`src/rtl/register_scoreboard_pkg.sv`:
```
// Shared pipeline definitions for the register scoreboard.
// Holds register-address width, tracked register count, per-register in-flight
// limit and counter/total widths, plus the register-address typedefs.
package register_scoreboard_pkg;

  localparam int unsigned REG_ADDR_W   = 4;
  localparam int unsigned NUM_REGS     = 16;
  localparam int unsigned MAX_INFLIGHT = 3;
  localparam int unsigned CNT_W        = 2;
  localparam int unsigned TOTAL_W      = 4;

  typedef logic [REG_ADDR_W-1:0] reg_addr_t;
  typedef logic [CNT_W-1:0]      cnt_t;

endpackage : register_scoreboard_pkg

```
`src/rtl/register_scoreboard_if.sv`:
```
// Issue/retire bus between the ID stage and the register scoreboard.
// master: ID/WB side driving issue and retire info, observing stall and status.
// slave : scoreboard side.
//   issue_valid, src1/src2(+valid), dest, wb_en  -- instruction in ID
//   wb_valid, wb_dest                            -- write retiring at WB
//   issue_ready, hazard_detected                 -- combinational issue decision
//   pending, inflight_total, underflow_err       -- registered status
interface register_scoreboard_if;
  import register_scoreboard_pkg::*;

  logic                   issue_valid;
  reg_addr_t              src1;
  reg_addr_t              src2;
  logic                   src1_valid;
  logic                   src2_valid;
  reg_addr_t              dest;
  logic                   wb_en;
  logic                   wb_valid;
  reg_addr_t              wb_dest;
  logic                   issue_ready;
  logic                   hazard_detected;
  logic [NUM_REGS-1:0]    pending;
  logic [TOTAL_W-1:0]     inflight_total;
  logic                   underflow_err;

  modport master (
    output issue_valid, src1, src2, src1_valid, src2_valid, dest, wb_en,
    output wb_valid, wb_dest,
    input  issue_ready, hazard_detected, pending, inflight_total, underflow_err
  );

  modport slave (
    input  issue_valid, src1, src2, src1_valid, src2_valid, dest, wb_en,
    input  wb_valid, wb_dest,
    output issue_ready, hazard_detected, pending, inflight_total, underflow_err
  );

endinterface : register_scoreboard_if

```
`src/rtl/register_scoreboard_sb_counter.sv`:
```
// sb_counter: one register's in-flight write counter.
// Saturating up at MAX_INFLIGHT, never below zero. inc and a real dec on the
// same edge cancel. underflow_c flags a dec seen while the count is zero.
// Ports: clk, rst (async high), inc, dec, cnt (state), cnt_next_c, underflow_c.
module sb_counter
  import register_scoreboard_pkg::*;
(
  input  logic clk,
  input  logic rst,
  input  logic inc,
  input  logic dec,
  output cnt_t cnt,
  output cnt_t cnt_next_c,
  output logic underflow_c
);

  cnt_t cnt_q;
  logic dec_ok;

  assign dec_ok      = dec && (cnt_q != '0);
  assign underflow_c = dec && (cnt_q == '0);
  assign cnt         = cnt_q;

  // Next count from the inc / effective-dec pair
  always_comb begin
    cnt_next_c = cnt_q;
    unique case ({inc, dec_ok})
      2'b10: if (cnt_q != CNT_W'(MAX_INFLIGHT)) cnt_next_c = cnt_t'(cnt_q + 1'b1);
      2'b01: cnt_next_c = cnt_t'(cnt_q - 1'b1);
      default: cnt_next_c = cnt_q;
    endcase
  end

  always_ff @(posedge clk or posedge rst) begin
    if (rst) cnt_q <= '0;
    else     cnt_q <= cnt_next_c;
  end

endmodule : sb_counter

```
`src/rtl/register_scoreboard.sv`:
```
// register_scoreboard: per-register in-flight write tracker beside ID.
// Counts pending destination writes (inc at issue, dec at WB retire), decides
// whether the ID instruction may issue and raises the IF/ID stall otherwise.
// Ports: clk, rst (async high), bus (register_scoreboard_if.slave).
module register_scoreboard
  import register_scoreboard_pkg::*;
(
  input  logic                  clk,
  input  logic                  rst,
  register_scoreboard_if.slave  bus
);

  cnt_t                cnt      [NUM_REGS];
  cnt_t                cnt_next [NUM_REGS];
  logic [NUM_REGS-1:0] uflow_vec;

  logic                src1_hazard;
  logic                src2_hazard;
  logic                dest_sat;
  logic                issue_ready_c;
  logic                issue_acc;
  logic                retire_ok;

  logic [NUM_REGS-1:0] pending_q;
  logic [TOTAL_W-1:0]  total_q;
  logic                underflow_q;
  logic [NUM_REGS-1:0] pending_next;

  // Source hazard, released when the last outstanding write retires this
  // cycle (write-through register file makes it visible to ID).
  always_comb begin
    src1_hazard = bus.src1_valid && (cnt[bus.src1] != '0) &&
                  !(bus.wb_valid && (bus.wb_dest == bus.src1) && (cnt[bus.src1] == CNT_W'(1)));
    src2_hazard = bus.src2_valid && (cnt[bus.src2] != '0) &&
                  !(bus.wb_valid && (bus.wb_dest == bus.src2) && (cnt[bus.src2] == CNT_W'(1)));
    dest_sat    = bus.wb_en && (cnt[bus.dest] == CNT_W'(MAX_INFLIGHT)) &&
                  !(bus.wb_valid && (bus.wb_dest == bus.dest));
  end

  assign issue_ready_c       = !src1_hazard && !src2_hazard && !dest_sat;
  assign issue_acc           = bus.issue_valid && issue_ready_c && bus.wb_en;
  assign retire_ok           = bus.wb_valid && (cnt[bus.wb_dest] != '0);
  assign bus.issue_ready     = issue_ready_c;
  assign bus.hazard_detected = bus.issue_valid && !issue_ready_c;

  // One counter per architectural register
  for (genvar r = 0; r < NUM_REGS; r++) begin : g_cnt
    sb_counter u_cnt (
      .clk         (clk),
      .rst         (rst),
      .inc         (issue_acc && (bus.dest == reg_addr_t'(r))),
      .dec         (bus.wb_valid && (bus.wb_dest == reg_addr_t'(r))),
      .cnt         (cnt[r]),
      .cnt_next_c  (cnt_next[r]),
      .underflow_c (uflow_vec[r])
    );
    assign pending_next[r] = (cnt_next[r] != '0);
  end

  // Registered status, updated on the same edge as the counters
  always_ff @(posedge clk or posedge rst) begin
    if (rst) begin
      pending_q   <= '0;
      total_q     <= '0;
      underflow_q <= 1'b0;
    end else begin
      pending_q   <= pending_next;
      total_q     <= TOTAL_W'(total_q + TOTAL_W'(issue_acc) - TOTAL_W'(retire_ok));
      underflow_q <= underflow_q || (|uflow_vec);
    end
  end

  assign bus.pending        = pending_q;
  assign bus.inflight_total = total_q;
  assign bus.underflow_err  = underflow_q;

endmodule : register_scoreboard

```
`src/flat_wrapper.sv`:
```
// flat-port wrapper written by rule: the top's interface ports become plain ports
module register_scoreboard_flat import register_scoreboard_pkg::*;
  (clk, rst, bus_issue_valid, bus_src1, bus_src2, bus_src1_valid, bus_src2_valid, bus_dest, bus_wb_en, bus_wb_valid, bus_wb_dest, bus_issue_ready, bus_hazard_detected, bus_pending, bus_inflight_total, bus_underflow_err);
  register_scoreboard_if bus_i ();
  input  logic clk;
  input  logic rst;
  input wire logic [$bits(bus_i.issue_valid)-1:0] bus_issue_valid;
  input wire logic [$bits(bus_i.src1)-1:0] bus_src1;
  input wire logic [$bits(bus_i.src2)-1:0] bus_src2;
  input wire logic [$bits(bus_i.src1_valid)-1:0] bus_src1_valid;
  input wire logic [$bits(bus_i.src2_valid)-1:0] bus_src2_valid;
  input wire logic [$bits(bus_i.dest)-1:0] bus_dest;
  input wire logic [$bits(bus_i.wb_en)-1:0] bus_wb_en;
  input wire logic [$bits(bus_i.wb_valid)-1:0] bus_wb_valid;
  input wire logic [$bits(bus_i.wb_dest)-1:0] bus_wb_dest;
  output wire logic [$bits(bus_i.issue_ready)-1:0] bus_issue_ready;
  output wire logic [$bits(bus_i.hazard_detected)-1:0] bus_hazard_detected;
  output wire logic [$bits(bus_i.pending)-1:0] bus_pending;
  output wire logic [$bits(bus_i.inflight_total)-1:0] bus_inflight_total;
  output wire logic [$bits(bus_i.underflow_err)-1:0] bus_underflow_err;
  assign bus_i.issue_valid = bus_issue_valid;
  assign bus_i.src1 = bus_src1;
  assign bus_i.src2 = bus_src2;
  assign bus_i.src1_valid = bus_src1_valid;
  assign bus_i.src2_valid = bus_src2_valid;
  assign bus_i.dest = bus_dest;
  assign bus_i.wb_en = bus_wb_en;
  assign bus_i.wb_valid = bus_wb_valid;
  assign bus_i.wb_dest = bus_wb_dest;
  assign bus_issue_ready = bus_i.issue_ready;
  assign bus_hazard_detected = bus_i.hazard_detected;
  assign bus_pending = bus_i.pending;
  assign bus_inflight_total = bus_i.inflight_total;
  assign bus_underflow_err = bus_i.underflow_err;
  register_scoreboard u_core (.clk(clk), .rst(rst), .bus(bus_i));
endmodule
```
`config.mk`:
```
export PLATFORM = sky130hd
export DESIGN_NAME = register_scoreboard_flat
export DESIGN_NICKNAME = d
export VERILOG_FILES = /design/src/rtl/register_scoreboard_pkg.sv /design/src/rtl/register_scoreboard_if.sv /design/src/rtl/register_scoreboard_sb_counter.sv /design/src/rtl/register_scoreboard.sv /design/src/flat_wrapper.sv
export SDC_FILE = /design/constraint.sdc
export NUM_CORES = 1
export LEC_CHECK = 0
export BUFFER_PORTS_ARGS = -buffer_cell sky130_fd_sc_hd__buf_2
export CAP_MARGIN = 20
export CORE_ASPECT_RATIO = 1.1
export CORE_MARGIN = 2
export CORE_UTILIZATION = 50
export DETAILED_ROUTE_END_ITERATION = 6
export PLACE_DENSITY = 0.69
export SYNTH_ARGS = -nofsm -noshare
export SYNTH_HDL_FRONTEND = slang
export SYNTH_HIERARCHICAL = 1
export SYNTH_SLANG_ARGS = --single-unit
```
`constraint.sdc`:
```
create_clock -name clk -period 3.8 [get_ports clk]
set_clock_uncertainty 0.1 [all_clocks]
set_input_delay 0.57 -clock clk [delete_from_list [all_inputs] [get_ports clk]]
set_output_delay 0.57 -clock clk [all_outputs]
set_load 0.02 [all_outputs]
```
# After elaboration in Yosys (flattened, before gate mapping)
# Cells that the tools add are included.
totals:
  register_bits: 53
  input_bits: 23
  elab_cells: 332
classes:
  n_addsub: 34
  n_lt_le_gt_ge: 4
  eq_ne: 84
  n_mux: 44
  bitwise: 4
  n_reduce_logical: 143
ops:
  columns: ["cell", "n"]
  rows:
  - ["1-bit logical AND", 81]
  - ["2-bit nonzero test", 35]
  - ["4-bit equality test, second input constant", 16]
  - ["2-bit case mux with 2 select lines", 16]
  - ["2-bit 2-to-1 mux", 24]
  - ["2-bit by 1-bit equality test with 1-bit output, second input constant", 18]
  - ["2-bit equality test, second input constant", 17]
  - ["2-bit by 1-bit adder with 2-bit output, second input constant", 16]
  - ["2-bit binary-select mux with 4-bit select", 4]
  - ["4-bit by 3-bit equality test with 1-bit output, second input constant", 8]
  - ["2-bit logical NOT", 16]
  - ["2-bit != test, second input constant", 16]
  - ["2-bit by 1-bit subtractor with 2-bit output, second input constant", 16]
  - ["5-bit greater-or-equal comparator, second input constant", 4]
  - ["4-bit NOT with 5-bit output", 4]
  - ["4-bit by 2-bit equality test with 1-bit output, second input constant", 4]
  - ["16-bit OR reduction", 1]
  - ["4-bit equality test", 3]
  - ["4-bit by 1-bit equality test with 1-bit output, second input constant", 2]
  - ["4-bit logical NOT", 2]
  - ["1-bit logical NOT", 7]
  - ["4-bit by 1-bit adder with 4-bit output", 1]
  - ["4-bit by 1-bit subtractor with 4-bit output", 1]
  - ["1-bit logical OR", 1]

# Longest topological paths before layout
# Gate-level depths: netlist of the first run.
depth:
  ltp_word: 17
  ltp_mapped: 14
  depth_no_buf: 12

# By module
# Netlist of the first run, hierarchy kept.
by_module_without_submodules:
  columns: ["mod", "instances", "cells_each", "area_each_um2"]
  rows:
  - ["sb_counter", 16, 22, 198.9]
  - ["register_scoreboard", 1, 229, 2280.9]

# Least setup slack after synthesis of the first run
# Ideal clock, no wire load.
synth_timing:
  kind: "input-to-reg"
  startpoint: "input bus_src1[0]"
  endpoint: "register u_core.pending_q[13], in the netlist u_core/bus.pending[13]"
  arrival_ps: 3211
  required_ps: 3573
  path_slack_ps: 362
  stages: 11
  path_buffers: 2
  path_cell_list: "buf_6 > mux4_2 > or3_1 > o221ai_2 > o211ai_4 > buf_6 > nor3_1 > inv_1 > ha_1 > o31a_1 > or2_2"
synth_lines:
  columns: ["item", "line", "source"]
  rows:
  - ["from (decl)", "flat_wrapper.sv:8", "input wire logic [$bits(bus_i.src1)-1:0] bus_src1;"]
  - ["to (signal assigned)", "register_scoreboard.sv:67", "pending_q <= pending_next;"]
  - ["to (decl)", "register_scoreboard.sv:24", "logic [NUM_REGS-1:0] pending_q;"]

==> impl_metrics.json, run 1 <==
{
  "postCtsSetupBuffers": 0,
  "pre_cts_ws_ns": -0.1533,
  "cp_common_cell": "mux2i_1",
  "synth_cells": 581,
  "first_pass_iters": 5,
  "cts_hold_buf": 0,
  "worst_slew_margin_rel_pct": 55.05,
  "cts_sinks": 53,
  "finalCriticalPeriod_ns": 3.584,
  "syn_avg_cell_area_um2": 9.404,
  "ant_nets": 0,
  "required_ns": 3.88,
  "htreeDepth": 2,
  "synth_area_leader_cell": "dfrtp_1",
  "n_antenna_cell": 0,
  "final_layout_size_suffix_gt1_share_pct": 18.05,
  "start_kind": "input port",
  "cts_made_buffers": 5,
  "clkPwrFrac_pct": 12.6,
  "async_flop_share_pct": 100.0,
  "vias": 4319,
  "grt_max_degree": 22,
  "yosysTopAreaCellShare_pct": 24.27,
  "netSwitchingFraction_pct": 44.00,
  "rsz0062_at_grt": "false",
  "final_cell_mix": "88 x inv_1, 84 x ha_1, 64 x nor2b_1",
  "worst_pin_slew_ns": 0.6710,
  "timing.final.crit_share_pct": 94.33,
  "initial_utilization_pct": 50.54,
  "comb_power_share_pct": 52.4,
  "synth.cell_area_mm2": 0.005464,
  "clockRootBuffer": "clkbuf_16",
  "antenna_found_initial": 0,
  "die_y_um": 113.6,
  "globalRouteOverflowTotal": 0,
  "synth_edf_count": 0,
  "grt_pass1_vias": 4500,
  "hold_path.class": "in2async",
  "num-nets-final": 733,
  "die_width_um": 103.7,
  "arrival_ns": 3.66,
  "hpwlAfterDp_um": 10090,
  "synthFlopType": "dfrtp_1",
  "fmax_ghz": 0.2790,
  "worstSetupEndpointType": "register",
  "slew_viol_final": 0,
  "synth-seq-cells": 53,
  "path_delay_family": "simple AND/OR/NAND/NOR gates",
  "io_buffers": 45,
  "hold_viol_final": 0,
  "core_area_mm2": 0.01081,
  "instances_no_fill": 773,
  "vias_per_cell": 5.587,
  "critPathKind": "in2reg",
  "worstSkewPairLatency_ns": 0.30,
  "cp_num_buf_inv": 3,
  "final_common_cell": "inv_1",
  "irDropWorstVdd_mv": 0.2797,
  "p_seq_share_pct": 35.1,
  "core.rowCount": 40,
  "dieArea_mm2": 0.01178,
  "wl_per_cell_um": 16.93,
  "cp_max_fo": 19,
  "power_density_mw_per_mm2": 600.8,
  "clkTransAtPathRegs_ns": 0.07,
  "cp_cell_sequence": "buf_2, mux4_2, mux2i_1, mux2i_1, nand4_1, o211ai_4, nor4_1, buf_4, inv_1, ha_1, o31a_1, or2_2",
  "max_cap_viol_count": 0,
  "synth.distinct_cells": 45,
  "wirelength_um": 13090,
  "worst_slack_ns": 0.2156,
  "yosysSeqAreaShare_pct": 24.27,
  "ys.warnings.count": 6,
  "track_usage_pct": 23.16,
  "grt_pass1_wl_um": 21850,
  "drc": 0,
  "synthTopCellsByArea": "dfrtp_1 24%, ha_1 19%, mux4_2 8.7%",
  "leakage_uw": 0.002920,
  "holdWs_ns": 0.2154,
  "status": "finished, final reports clean",
  "slowest_delay_ns": 0.57,
  "gp_congestion": 0.8926,
  "p_switching_uw": 1600,
  "placed_cells": 764,
  "dr.first_iter.drc_count": 232,
  "io_pins": 46,
  "cts_tree": "yes",
  "setup_viol": 0,
  "p_int_uw": 2036,
  "cts.path.max_buffers": 2,
  "synth_nets": 689,
  "cpMaxStageDelayCell": "mux4_2",
  "syn2layout_area_growth_pct": 10.79
}
power by group through the flow:
stage / Clock (uW) / Sequential, uW / Combinational, uW
after floorplan: 0 / 1210 / 1330
after global placement: 0 / 1270 / 1800
after detailed placement: 0 / 1270 / 1880
after CTS: 468 / 1260 / 1900
after global routing: 493 / 1310 / 2130
final: 457 / 1280 / 1900
repair_timing:
item | 4_1_cts | 5_1_grt
hold endpoints to repair | 0 | 0
setup endpoints to repair | 0 | 3
resized for setup | 0 | 4
per-layer routing:
metal | global-route usage [%] | vias up | part of all wire [%]
li1 | - | 2023 | -
met1 | 29.78 | 2078 | 42
met2 | 40.26 | 187 | 48
met3 | 3.543 | 31 | 6.8
met4 | 7.838 | 0 | 2.5
met5 | 0 | - | 0
Yosys cell counts (2+ instances only):
cell,instances
inv_1,88
ha_1,84
nor2b_1,64
dfrtp_1,53
nand2b_1,52
o31a_1,32
nor3_1,23
mux4_2,21
nor2_1,21
or2_2,18
and2_1,17
mux2i_1,14
clkbuf_1,12
nor4_1,9
nand2_1,7
xnor2_1,7
xor2_1,7
a21oi_1,5
nand3b_1,5
a211oi_1,4
nand3_1,4
buf_2,3
mux4_1,3
buf_1,2
buf_6,2
nand4_1,2
nor3b_1,2
o21a_1,2
o311ai_0,2
metrics by stage:
step | util, % | instance area [um^2] | power [uW] | TNS, ns
detailed placement | 54.19 | 5858 | 3155 | -0.4671
global route | 56.00 | 6053 | 3935 | 0
CTS | 55.51 | 6001 | 3630 | 0
global placement | 54.19 | 5858 | 3070 | -0.05761
finish | 56.00 | 6053 | 3637 | 0
floorplan | - | 5464 | 2541 | 0
area by class of cell:
cell class	instances	area [um^2]
clock buffers	5	125.1
clock inverters	3	17.52
fillers	986	4757
inverters	88	330.3
multi-input cells	420	3735
flip-flops and latches	53	1326
well taps	147	183.9
repair buffers	57	335.3
final timing paths:
check                                                   start                           end  slack (ns)  cells after the start
worst min register to register   u_core/bus.inflight_total[0]  u_core/bus.inflight_total[0]        0.40                      1
worst max register to register  u_core/g_cnt[11].u_cnt/cnt[1]        u_core/bus.pending[10]        0.28                     10
max in group asynchronous                                 rst  u_core/bus.inflight_total[0]        2.81                      3
min in group clk                 u_core/bus.inflight_total[0]  u_core/bus.inflight_total[0]        0.40                      1
worst max-delay path                              bus_dest[0]        u_core/bus.pending[10]        0.22                     12
worst min-delay path                                      rst  u_core/g_cnt[3].u_cnt/cnt[1]        0.22                      2
kinds of logic after synthesis:
group	count (synthesis)	synth area share, %
AND/OR/NAND/NOR	228	24.55
buffers and inverters	108	7.831
adder cells (fa/ha/maj)	85	19.60
AO/OA/AOI/OAI	55	8.839
flip-flops	53	24.27
multiplexers	38	12.66
XOR/XNOR	14	2.244
flip-flops by register name (all words and copies together) (netlist names):
signal / count
u_core/bus.pending: 16
u_core/bus.inflight_total: 4
u_core/bus.underflow_err: 1
u_core/g_cnt.u_cnt/cnt: 32
Note: power is estimated with default switching activity, not from simulation.
==> run 2, diff against run 1 <==
--- a/config.mk
+++ b/config.mk
@@ -12,6 +12,7 @@
 export CORE_UTILIZATION = 50
 export DETAILED_ROUTE_END_ITERATION = 6
 export PLACE_DENSITY = 0.69
+export REMOVE_ABC_BUFFERS = 1
 export SYNTH_ARGS = -nofsm -noshare
 export SYNTH_HDL_FRONTEND = slang
 export SYNTH_HIERARCHICAL = 1
==> run 2 against run 1 <==
Net effect:
- global-route usage is essentially flat
- via count shrank 1.4%
- wire length grew 1.1%
- non-clock buffer count grew 2
- clock power grew 5.5%
- setup slack lost 0.059 ns
- fmax shrank 1.6%
- die area is the same
- critical endpoint unchanged
- largest cell class unchanged
- largest power group unchanged
- highest routed layer unchanged
==> impl_metrics.json, run 2 (synthesis results as in run 1) <==
{
  "status": "finished, final reports clean",
  "cp_common_cell": "mux2i_1",
  "slowest_delay_ns": 0.56,
  "clkTransAtPathRegs_ns": 0.07,
  "n_antenna_cell": 0,
  "arrival_ns": 3.72,
  "die_width_um": 103.7,
  "cts.path.max_buffers": 2,
  "worstSkewPairLatency_ns": 0.30,
  "ant_nets": 0,
  "first_pass_iters": 5,
  "num-nets-final": 735,
  "htreeDepth": 2,
  "power_density_mw_per_mm2": 596.4,
  "fillers": 968,
  "drc": 0,
  "fin_util_pct": 56.30,
  "holdWs_ns": 0.2150,
  "grt_pass1_wl_um": 21570,
  "cts_hold_buf": 0,
  "power.total_uw": 3630,
  "rsz0062_at_grt": "false",
  "wirelength_um": 13230,
  "hold_viol_final": 0,
  "cts_tree": "yes",
  "grt_pass1_vias": 4384,
  "max_cap_viol_count": 0,
  "core.rowCount": 40,
  "wl_per_cell_um": 17.08,
  "hold_path.class": "in2async",
  "fmax_ghz": 0.2745,
  "globalRouteOverflowTotal": 0,
  "finalCriticalPeriod_ns": 3.643,
  "initial_utilization_pct": 50.54,
  "cpMaxStageDelayCell": "mux4_2",
  "track_usage_pct": 23.16,
  "clockRootBuffer": "clkbuf_16",
  "antenna_found_initial": 0,
  "instances_no_fill": 775,
  "cp_max_fo": 17,
  "dr.first_iter.drc_count": 293,
  "critPathKind": "in2reg",
  "final_cell_mix": "88 x inv_1, 84 x ha_1, 64 x nor2b_1",
  "cp_cell_sequence": "buf_2, mux4_2, mux2i_1, mux2i_1, nand4_1, o211ai_4, nor4_1, inv_1, ha_1, o31a_1, or2_2",
  "leakage_uw": 0.002946,
  "core_area_mm2": 0.01081,
  "vias": 4258,
  "die_y_um": 113.6,
  "dieArea_mm2": 0.01178,
  "grt_max_degree": 18,
  "placed_cells": 767,
  "worst_pin_slew_ns": 0.5668,
  "timing.final.crit_share_pct": 95.87,
  "gp_congestion": 0.9106,
  "hpwlAfterDp_um": 10290,
  "start_kind": "input port",
  "io_buffers": 45,
  "irDropWorstVdd_mv": 0.3064,
  "io_pins": 46,
  "largest_reg_flops": 32,
  "setup_viol": 0,
  "required_ns": 3.88,
  "cts_sinks": 53,
  "syn2layout_area_growth_pct": 11.38,
  "worstSetupEndpointType": "register",
  "worst_slew_margin_rel_pct": 62.17,
  "final_common_cell": "inv_1",
  "vias_per_cell": 5.494,
  "slew_viol_final": 0,
  "cts_made_buffers": 5,
  "final_layout_size_suffix_gt1_share_pct": 17.99
}
## run 2: layout make-up
type / count / area (um^2) / share of cell area, %
Inverter: 88 / 330.3 / 5.428
Tap cell: 147 / 183.9 / 3.022
Sequential cell: 53 / 1326 / 21.79
Timing Repair Buffer: 59 / 365.4 / 6.003
Clock inverter: 1 / 5.005 / 0.08224
Clock buffer: 7 / 152.6 / 2.508
Multi-Input combinational cell: 420 / 3722 / 61.16
## run 2: what timing repair did
| item | 4_1_cts | 5_1_grt |
|---|---|---|
| setup endpoints to repair | 0 | 4 |
| gates resized for setup | 0 | 3 |
| setup buffers | 0 | 0 |
## run 2: final timing paths
path                                               start                      endpoint  slack [ns]  cells after the start
max                                          bus_dest[0]        u_core/bus.pending[10]        0.16                     11
min                                                  rst  u_core/g_cnt[5].u_cnt/cnt[1]        0.21                      2
max reg2reg                u_core/g_cnt[11].u_cnt/cnt[1]        u_core/bus.pending[10]        0.25                      9
min reg2reg                 u_core/bus.inflight_total[0]  u_core/bus.inflight_total[0]        0.41                      1
max in group asynchronous                            rst  u_core/bus.inflight_total[0]        2.68                      3
min in group clk            u_core/bus.inflight_total[0]  u_core/bus.inflight_total[0]        0.41                      1
## run 2: stage by stage
stage	area (um^2)	worst slack, ns	TNS [ns]
2_1_floorplan	5366	0.4707	0
3_3_place_gp	5886	-0.1086	-0.2444
3_5_place_dp	5913	-0.1389	-0.6495
4_1_cts	6071	0.1665	0
5_1_grt	6086	0.005597	0
6_report	6086	0.1570	0
## run 2: worst max-delay path, delay by kind of cell
family	cells	cell delay [ns]
muxes	3	0.84
adders and majority gates	1	0.37
AOI/OAI and AO/OA	2	0.55
and+or+nand+nor	3	0.93
buffers and inverters	2	0.47
## run 2: per-layer routing
| metal | vias to the layer above | share of wire [%] | track usage (%) |
|---|---|---|---|
| met3 | 29 | 5.7 | 3.829 |
| li1 | 2032 | - | - |
| met2 | 162 | 49 | 41.10 |
| met4 | 0 | 2.6 | 9.279 |
| met5 | - | 0 | 0 |
| met1 | 2035 | 42 | 28.29 |
## run 2: where the power goes
group / internal, uW / total [uW] / switching (uW)
clock: 279 / 482 / 203
combinational: 950 / 1880 / 933
sequential: 837 / 1260 / 428
==> run 3, diff against run 2 <==
--- a/config.mk
+++ b/config.mk
@@ -11,7 +11,7 @@
 export CORE_MARGIN = 2
 export CORE_UTILIZATION = 50
 export DETAILED_ROUTE_END_ITERATION = 6
-export PLACE_DENSITY = 0.69
+export PLACE_DENSITY = 0.67
 export REMOVE_ABC_BUFFERS = 1
 export SYNTH_ARGS = -nofsm -noshare
 export SYNTH_HDL_FRONTEND = slang
==> run 3 against run 2 <==
Net effect:
- clock power fell by 4%
- wire length rose by 0.36%
- utilization fell by 0.45 points
- critical path type unchanged
- worst hold slack improved by 0.0022 ns
- sequential power barely moved
- sequential share of layout area rose by 0.18 points
- critical path depth did not move
- non-clock buffer count fell by 3
- combinational power barely moved
- global-route usage rose by 0.26 points
- total power fell by 0.32%
==> impl_metrics.json, run 3 (synthesis results as in run 1) <==
{
  "initial_utilization_pct": 50.54,
  "dpl-instance-area_mm2": 0.005891,
  "final_cell_mix": "88 x inv_1, 84 x ha_1, 64 x nor2b_1",
  "grt_pass1_vias": 4484,
  "multiInputGateArea_mm2": 0.003710,
  "first_pass_iters": 5,
  "instances_no_fill": 771,
  "fillers": 1006,
  "fin_util_pct": 55.84,
  "cp_max_fo": 19,
  "hold_viol_final": 0,
  "ff2ff_setup_slack_ns": 0.20,
  "leakage_uw": 0.002919,
  "cts_made_buffers": 5,
  "final_area_mm2": 0.006037,
  "worst_pin_slew_ns": 0.6410,
  "vias_per_cell": 5.528,
  "cts_tree": "yes",
  "worst_slew_margin_rel_pct": 57.22,
  "rsz0062_at_grt": "false",
  "fmax_ghz": 0.2759,
  "arrival_ns": 3.71,
  "gp_congestion": 0.9353,
  "hpwlAfterDp_um": 10560,
  "hold_path.class": "in2async",
  "ant_nets": 0,
  "final_common_cell": "inv_1",
  "start_kind": "input port",
  "finalCriticalPeriod_ns": 3.624,
  "cpMaxStageDelayCell": "mux4_2",
  "worstSetupEndpointType": "register",
  "globalRouteOverflowTotal": 0,
  "irDropWorstVdd_mv": 0.2740,
  "status": "finished, final reports clean",
  "slew_viol_final": 0,
  "clockRootBuffer": "clkbuf_16",
  "cts_sinks": 53,
  "wl_per_cell_um": 17.23,
  "tns_ns": 0,
  "slowest_delay_ns": 0.55,
  "track_usage_pct": 23.41,
  "htreeDepth": 2,
  "largest_reg_flops": 32,
  "timing.final.crit_share_pct": 95.36,
  "cts_resized": 0,
  "core.rowCount": 40,
  "die_y_um": 113.6,
  "io_pins": 46,
  "die_width_um": 103.7,
  "power_density_mw_per_mm2": 599.3,
  "critPathKind": "in2reg",
  "cp_common_cell": "mux2i_1",
  "grt_pass1_wl_um": 21770,
  "n_antenna_cell": 0,
  "final_layout_size_suffix_gt1_share_pct": 17.15,
  "max_cap_viol_count": 0,
  "dr.first_iter.drc_count": 254,
  "pre_cts_ws_ns": -0.1382,
  "setup_viol": 0,
  "cts.path.max_buffers": 2,
  "io_buffers": 45,
  "cts_hold_buf": 0,
  "worstSkewPairLatency_ns": 0.30,
  "cp_cell_sequence": "buf_2, mux4_2, mux2i_1, mux2i_1, a22oi_4, o211ai_4, nor4_1, inv_1, ha_1, o31a_1, or2_2",
  "syn2layout_area_growth_pct": 10.49,
  "grt_max_degree": 20,
  "vias": 4262,
  "wirelength_um": 13280,
  "placed_cells": 764,
  "required_ns": 3.88,
  "worst_slack_ns": 0.1761,
  "regArea_mm2": 0.001326,
  "core_area_mm2": 0.01081,
  "antenna_found_initial": 0,
  "dieArea_mm2": 0.01178,
  "clkTransAtPathRegs_ns": 0.07,
  "drc": 0,
  "postCtsSetupBuffers": 0,
  "num-nets-final": 732
}
==> run 3: final timing paths <==
| check | end | startpoint | cells after the start |
|---|---|---|---|
| hold reg to reg | u_core/bus.inflight_total[0] | u_core/bus.inflight_total[0] | 1 |
| min in group clk | u_core/bus.inflight_total[0] | u_core/bus.inflight_total[0] | 1 |
| setup / recovery | u_core/bus.pending[8] | bus_src2[0] | 11 |
| max in group asynchronous | u_core/bus.pending[10] | rst | 3 |
| hold / removal | u_core/g_cnt[4].u_cnt/cnt[1] | rst | 2 |
| setup reg to reg | u_core/bus.pending[8] | u_core/g_cnt[11].u_cnt/cnt[1] | 9 |
==> run 3: report_power, final <==
| part | switching, uW | leakage (uW) | internal, uW |
|---|---|---|---|
| registers | 430 | 0.000615 | 837 |
| clock network | 206 | 0.0000690 | 259 |
| logic | 936 | 0.00224 | 950 |
| total | 1570 | 0.00292 | 2050 |
==> run 3: cell type report <==
type | instances | share of cell area [%]
clock buffers | 6 | 2.301
well taps | 147 | 3.047
repair buffers | 56 | 5.637
flip-flops and latches | 53 | 21.97
multi-input cells | 420 | 61.45
clock inverters | 1 | 0.1244
inverters | 88 | 5.472
==> run 3: metal layers <==
metal	global-route usage, %	wire length [um]	vias up
met1	29.42	5658	2054
met4	8.198	283	0
met3	3.600	897	24
li1	-	-	2025
met5	0	0	-
met2	41.41	6441	159
==> run 3: worst max-delay path, delay by kind of cell <==
family                     cells  cell delay, ns
buffers and inverters          2            0.35
muxes                          3            0.84
AOI/OAI and AO/OA              3            0.78
and+or+nand+nor                2            0.80
adders and majority gates      1            0.35
==> run 3: through the flow <==
step	total power (uW)	hold WS [ns]
after floorplan	2501	0.2112
after global routing	3916	0.2432
after CTS	3628	0.2289
after global placement	3058	0.3950
final	3618	0.2172
after detailed placement	3141	0.4085
